## src/rtl/ps2_direction_rx_if.sv

```systemverilog
// PS/2 keyboard receiver bus: PS/2 line inputs plus decoded scan and direction outputs.
// The slave modport is the receiver side; the master modport is the keyboard/consumer side.
interface ps2_direction_rx_if;
  logic       ps2c;
  logic       ps2d;
  logic [1:0] dir;
  logic       dir_valid;
  logic [7:0] scan_code;
  logic       scan_valid;
  logic       frame_err;

  modport master (
    output ps2c,
    output ps2d,
    input  dir,
    input  dir_valid,
    input  scan_code,
    input  scan_valid,
    input  frame_err
  );

  modport slave (
    input  ps2c,
    input  ps2d,
    output dir,
    output dir_valid,
    output scan_code,
    output scan_valid,
    output frame_err
  );
endinterface

```

## src/rtl/ps2_direction_rx.sv

```systemverilog
// PS/2 keyboard receiver that decodes extended arrow-key make codes into a 2-bit direction.
// Frames are start(0), 8 data bits LSB first, odd parity, stop(1), sampled on filtered falling
// PS2C edges. Define PS2_PARITY_CHECK_EN to reject frames with bad parity; by default the
// parity bit is consumed but its value is ignored.
module ps2_direction_rx #(
  parameter int unsigned FILTER_LEN  = 8,
  parameter int unsigned TIMEOUT_CYC = 50_000
) (
  input logic               mclk,
  input logic               reset,
  ps2_direction_rx_if.slave bus
);

  localparam int unsigned FiltW = (FILTER_LEN > 1) ? $clog2(FILTER_LEN) : 1;
  localparam int unsigned TmoW  = (TIMEOUT_CYC > 1) ? $clog2(TIMEOUT_CYC) : 1;

  typedef enum logic [1:0] {StIdle, StData, StParity, StStop} state_e;

  logic             ps2c_meta_q, ps2c_sync_q, ps2d_meta_q, ps2d_sync_q;
  logic [FiltW-1:0] filt_cnt_q, filt_cnt_d;
  logic             filt_clk_q, filt_clk_d;
  logic             fall;
  state_e           state_q, state_d;
  logic [7:0]       shift_q, shift_d;
  logic [2:0]       bit_cnt_q, bit_cnt_d;
  logic [TmoW-1:0]  tmo_q, tmo_d;
  logic             timeout;
  logic             ext_q, ext_d, brk_q, brk_d;
  logic [1:0]       dir_q, dir_d;
  logic             dir_valid_q, dir_valid_d;
  logic [7:0]       scan_code_q, scan_code_d;
  logic             scan_valid_q, scan_valid_d;
  logic             frame_err_q, frame_err_d;
`ifdef PS2_PARITY_CHECK_EN
  logic             par_q, par_d;
`endif

  // Two-flop synchronizers for the asynchronous PS/2 lines; idle level is high.
  always_ff @(posedge mclk) begin
    if (reset) begin
      ps2c_meta_q <= 1'b1;
      ps2c_sync_q <= 1'b1;
      ps2d_meta_q <= 1'b1;
      ps2d_sync_q <= 1'b1;
    end else begin
      ps2c_meta_q <= bus.ps2c;
      ps2c_sync_q <= ps2c_meta_q;
      ps2d_meta_q <= bus.ps2d;
      ps2d_sync_q <= ps2d_meta_q;
    end
  end

  // Glitch filter: the filtered clock follows only after FILTER_LEN consecutive differing samples.
  always_comb begin
    filt_cnt_d = '0;
    filt_clk_d = filt_clk_q;
    if (ps2c_sync_q != filt_clk_q) begin
      if (filt_cnt_q == FiltW'(FILTER_LEN - 1)) begin
        filt_clk_d = ps2c_sync_q;
      end else begin
        filt_cnt_d = filt_cnt_q + 1'b1;
      end
    end
  end

  assign fall    = filt_clk_q & ~filt_clk_d;
  assign timeout = (state_q != StIdle) && !fall && (tmo_q == TmoW'(TIMEOUT_CYC - 1));

  // Frame FSM, timeout, prefix tracking and registered output next-state.
  always_comb begin
    state_d      = state_q;
    shift_d      = shift_q;
    bit_cnt_d    = bit_cnt_q;
    ext_d        = ext_q;
    brk_d        = brk_q;
    dir_d        = dir_q;
    scan_code_d  = scan_code_q;
    dir_valid_d  = 1'b0;
    scan_valid_d = 1'b0;
    frame_err_d  = 1'b0;
    tmo_d        = (state_q == StIdle || fall) ? '0 : tmo_q + 1'b1;
`ifdef PS2_PARITY_CHECK_EN
    par_d        = par_q;
`endif

    unique case (state_q)
      StIdle: begin
        if (fall && !ps2d_sync_q) begin
          state_d   = StData;
          bit_cnt_d = '0;
        end
      end
      StData: begin
        if (fall) begin
          shift_d   = {ps2d_sync_q, shift_q[7:1]};
          bit_cnt_d = bit_cnt_q + 1'b1;
          if (bit_cnt_q == 3'd7) state_d = StParity;
        end
      end
      StParity: begin
        // Without the parity check the bit is consumed here and its value dropped.
        if (fall) begin
`ifdef PS2_PARITY_CHECK_EN
          par_d   = ps2d_sync_q;
`endif
          state_d = StStop;
        end
      end
      StStop: begin
        if (fall) begin
          state_d = StIdle;
`ifdef PS2_PARITY_CHECK_EN
          if (!ps2d_sync_q || !(^{shift_q, par_q})) begin
`else
          if (!ps2d_sync_q) begin
`endif
            frame_err_d = 1'b1;
            ext_d       = 1'b0;
            brk_d       = 1'b0;
          end else begin
            scan_code_d  = shift_q;
            scan_valid_d = 1'b1;
            if (shift_q == 8'hE0) begin
              ext_d = 1'b1;
            end else if (shift_q == 8'hF0) begin
              brk_d = 1'b1;
            end else begin
              if (ext_q && !brk_q) begin
                case (shift_q)
                  8'h74:   begin dir_d = 2'd0; dir_valid_d = 1'b1; end
                  8'h75:   begin dir_d = 2'd1; dir_valid_d = 1'b1; end
                  8'h6B:   begin dir_d = 2'd2; dir_valid_d = 1'b1; end
                  8'h72:   begin dir_d = 2'd3; dir_valid_d = 1'b1; end
                  default: ;
                endcase
              end
              ext_d = 1'b0;
              brk_d = 1'b0;
            end
          end
        end
      end
      default: state_d = StIdle;
    endcase

    // A stalled partial frame is abandoned and the prefix state is cleared.
    if (timeout) begin
      state_d     = StIdle;
      bit_cnt_d   = '0;
      frame_err_d = 1'b1;
      ext_d       = 1'b0;
      brk_d       = 1'b0;
    end
  end

  // State and output registers.
  always_ff @(posedge mclk) begin
    if (reset) begin
      filt_cnt_q   <= '0;
      filt_clk_q   <= 1'b1;
      state_q      <= StIdle;
      shift_q      <= '0;
      bit_cnt_q    <= '0;
      tmo_q        <= '0;
      ext_q        <= 1'b0;
      brk_q        <= 1'b0;
      dir_q        <= 2'd0;
      dir_valid_q  <= 1'b0;
      scan_code_q  <= 8'h00;
      scan_valid_q <= 1'b0;
      frame_err_q  <= 1'b0;
`ifdef PS2_PARITY_CHECK_EN
      par_q        <= 1'b0;
`endif
    end else begin
      filt_cnt_q   <= filt_cnt_d;
      filt_clk_q   <= filt_clk_d;
      state_q      <= state_d;
      shift_q      <= shift_d;
      bit_cnt_q    <= bit_cnt_d;
      tmo_q        <= tmo_d;
      ext_q        <= ext_d;
      brk_q        <= brk_d;
      dir_q        <= dir_d;
      dir_valid_q  <= dir_valid_d;
      scan_code_q  <= scan_code_d;
      scan_valid_q <= scan_valid_d;
      frame_err_q  <= frame_err_d;
`ifdef PS2_PARITY_CHECK_EN
      par_q        <= par_d;
`endif
    end
  end

  assign bus.dir        = dir_q;
  assign bus.dir_valid  = dir_valid_q;
  assign bus.scan_code  = scan_code_q;
  assign bus.scan_valid = scan_valid_q;
  assign bus.frame_err  = frame_err_q;

endmodule
```

## src/flat_wrapper.sv

```systemverilog
// flat-port wrapper written by rule: the top's interface ports become plain ports
module ps2_direction_rx_flat 
#(
  parameter int unsigned FILTER_LEN  = 8,
  parameter int unsigned TIMEOUT_CYC = 50_000
)
  (mclk, reset, bus_ps2c, bus_ps2d, bus_dir, bus_dir_valid, bus_scan_code, bus_scan_valid, bus_frame_err);
  ps2_direction_rx_if bus_i ();
  input logic mclk;
  input logic reset;
  input wire logic [$bits(bus_i.ps2c)-1:0] bus_ps2c;
  input wire logic [$bits(bus_i.ps2d)-1:0] bus_ps2d;
  output wire logic [$bits(bus_i.dir)-1:0] bus_dir;
  output wire logic [$bits(bus_i.dir_valid)-1:0] bus_dir_valid;
  output wire logic [$bits(bus_i.scan_code)-1:0] bus_scan_code;
  output wire logic [$bits(bus_i.scan_valid)-1:0] bus_scan_valid;
  output wire logic [$bits(bus_i.frame_err)-1:0] bus_frame_err;
  assign bus_i.ps2c = bus_ps2c;
  assign bus_i.ps2d = bus_ps2d;
  assign bus_dir = bus_i.dir;
  assign bus_dir_valid = bus_i.dir_valid;
  assign bus_scan_code = bus_i.scan_code;
  assign bus_scan_valid = bus_i.scan_valid;
  assign bus_frame_err = bus_i.frame_err;
  ps2_direction_rx #(.FILTER_LEN(FILTER_LEN), .TIMEOUT_CYC(TIMEOUT_CYC)) u_core (.mclk(mclk), .reset(reset), .bus(bus_i));
endmodule
```

## config.mk

```make
export PLATFORM = sky130hd
export DESIGN_NAME = ps2_direction_rx_flat
export DESIGN_NICKNAME = d
export VERILOG_FILES = /design/src/rtl/ps2_direction_rx_if.sv /design/src/rtl/ps2_direction_rx.sv /design/src/flat_wrapper.sv
export SDC_FILE = /design/constraint.sdc
export NUM_CORES = 1
export LEC_CHECK = 0
export ABC_AREA = 1
export CAP_MARGIN = 20
export CORE_ASPECT_RATIO = 1.4
export CORE_MARGIN = 2
export CORE_UTILIZATION = 40
export CTS_CLUSTER_SIZE = 14
export DETAILED_ROUTE_END_ITERATION = 8
export DONT_BUFFER_PORTS = 1
export SETUP_SLACK_MARGIN = 0.05
export SKIP_LAST_GASP = 1
export SYNTH_ARGS = -nofsm -noshare
export SYNTH_HDL_FRONTEND = slang
export SYNTH_SLANG_ARGS = --single-unit
```

## constraint.sdc

```tcl
create_clock -name mclk -period 1.5 [get_ports mclk]
set_input_delay 0.225 -clock mclk [delete_from_list [all_inputs] [get_ports mclk]]
set_output_delay 0.225 -clock mclk [all_outputs]
set_load 0.1 [all_outputs]
```

==> results.tsv <==
metric	value	unit
yosysTopAreaCell	dfxtp_1	
required	1690	ps
path_clk_slew	90	ps
dieWidth	68.1	microns
crit_path_end_kind	register	
wl_per_cell	11.5	microns
pre_cts_ws	-15.7	ps
rsz0062_at_grt	true	
first_pass_iters	4	
vias	1918	
final_nets	343	
min_path_type	input port to register	
cts.sinks	52	
synth-compound-area-share	14.2	%
dieArea	0.00639	sq mm
path_class	register to register	
peakVddDrop	0.497	mV
drtIter0Drc	80	
cts_max_path_buffers	2	
fp.dieH	93.8	microns
synth-main-ff-cell	dfxtp_1	
synth_edf_count	0	
synthMuxAreaShare	0	%
max_cap_violations	0	
placement.io_buffers	0	
grt_overflow	0	
yosysWarnings	0	
period_share	92.9	%
cp_slowest_cell	dfxtp_2	
ys_seq_elements	52	
syn_to_final_growth	21.8	%
synth_common_cells	nand2_1, dfxtp_1, inv_1, a21oi_1, nor2_1	
clock.fmax	0.718	GHz
cts_buffers	5	
synth.most_common_cell	nand2_1	
worstPathCellList	ha_4 > ha_4 > nand3_4 > nor2_4 > nand2_2 > nand3b_1 > nand2_1 > a21oi_1	
critPathArrivalTime	1580	ps
gp_congestion	0.772	
coreArea	0.00553	sq mm
fin_ws	107	ps
tightest_slew	287	ps
dp_hpwl	3250	microns
hold_viol_final	0	
p_per_area	844	mW/mm^2
critPathLaunchType	register	
status	finished clean	
synth.top_cell.area_share	45.2	%
crit_fanout	4	
grt_max_degree	19	
syn_area	0.00230	sq mm
final_area	0.00281	sq mm
power.leakage	1.11	nW
finalMaxSlewViolations	0	
clock_latency	300	ps
path_common_cell	ha_4	
antenna_found_initial	0	
num_rows	32	
whs	25.1	ps
post-route-min-period	1390	ps
place_area	0.00255	sq mm
synth_top_family_by_area	simple AND/OR/NAND/NOR gates	
p_total	2.37	mW
avgSynthCellArea	7.70	sq um
fin_cells	399	
synthTopCellsByArea	dfxtp_1, nand2_1, a21oi_1	
syn_nets	312	
htree_levels	2	
syn_inst	299	
max_stage_delay	360	ps
async_reset_ff_share	0	%
avgViaCountPerCell	4.81	
synth-simple-area-share	26.4	%
synth.distinct_cells	30	
setup-violations-final	0	
initial_core_util	41.7	%
slew_headroom	80.8	%
synthAdderAreaFrac	4.89	%
drive_gt1_share	22.7	%
dp.cells	386	
diodes	0	
synth-seq-area-share	45.2	%
finClkSkew	5.44	ps
drc	0	
fin_util	50.8	%
grt_pass1_vias	1865	
setup-tns-final	0	ps
cts_root_buffer	clkbuf_8	
io_pins	17	
synth-xor-area-share	1.14	%
grt_usage	16.3	%
antenna_left	0	
cts_tree	yes	
routed_wl	4600	microns
grt_pass1_wl	8040	microns
## where the power goes
group | total (mW) | internal [mW] | switching [mW]
clock | 0.940 | 0.496 | 0.444
sequential | 1.39 | 1.38 | 0.00312
combinational | 0.0391 | 0.0139 | 0.0252
total | 2.37 | 1.89 | 0.472
## cells in the final DEF (no fill, tap or decap), types with 2 or more instances in the layout
cell type  synthesis  layout
nand2_1           58      51
dfxtp_1           52      48
inv_1             39      38
a21oi_1           34      31
nor2_1            32      30
buf_4              0      25
o21ai_0           24      21
nand3_1           11      10
nand2_2            0       6
nor2_4             2       5
ha_1               9       5
clkbuf_8           0       5
nand4_1            4       4
or2_2              5       4
dfxtp_2            0       4
nor3_1             3       3
nand3_2            3       3
a21oi_2            1       3
nor2_2             2       3
nand3_4            1       2
o211ai_1           2       2
o21ai_1            0       2
or2_0              2       2
xor2_1             2       2
ha_4               0       2
ha_2               0       2
## final timing paths
kind,startpoint,slack (ps),cells past startpoint,endpoint
worst min register to register,u_core.ps2d_meta_q,420,1,u_core.ps2d_sync_q
worst max register to register,u_core.filt_cnt_q[0],110,8,u_core.bus.dir[1]
worst min-delay path,bus_ps2d,30,1,u_core.ps2d_meta_q
worst max-delay path,u_core.filt_cnt_q[0],110,8,u_core.bus.dir[1]
## sequential cells by signal, summed over array words and instances (netlist names), 2 cells and up
register and flops:
u_core.bus.scan_code 8, u_core.tmo_q 16, u_core.state_q 2, u_core.shift_q 8, u_core.bus.dir 2, u_core.filt_cnt_q 3, u_core.bit_cnt_q 3
## critical path: cells and delay by family, from the launching register on
kind / cells / cell delay [ps]
AO/OA/AOI/OAI: 1 / 50
adder cells (fa/ha/maj): 2 / 270
flip-flops: 1 / 360
AND/OR/NAND/NOR: 5 / 590
## logic make-up (layout without fill, tap and decap cells)
| kind of cell | Yosys count | in the layout |
|---|---|---|
| buffers and inverters | 45 | 75 |
| xor gates and xnor gates | 3 | 3 |
| adders and majority gates | 9 | 9 |
| AOI/OAI and AO/OA | 63 | 63 |
| and+or+nand+nor | 127 | 129 |
| DFF | 52 | 52 |
## layer usage
layer  part of all wire (%)  track usage (%)  vias to the layer above
li1                       -                -                     1024
met1                     45             19.9                      868
met2                     51             27.5                       22
met3                    2.8             3.72                        4
met4                    1.0             5.50                        0
met5                      0                0                        -
## layout make-up
type	instances	area [sq um]
Fill cell	550	2720
Clock inverter	2	35.0
Sequential cell	52	1050
Multi-Input combinational cell	204	1200
Timing Repair Buffer	27	218
Clock buffer	6	72.6
Inverter	40	153
Tap cell	68	85.1
## repair_timing
action / in CTS / in global routing
pin swaps: 4 / 9
cloned: 2 / 0
hold buffers: 1 / 0
buffers inserted: 0 / 2
gates resized for setup: 9 / 23
setup endpoints to repair: 24 / 35
hold endpoints to repair: 4 / 0
No activity file was read; power rests on OpenSTA's default activity.
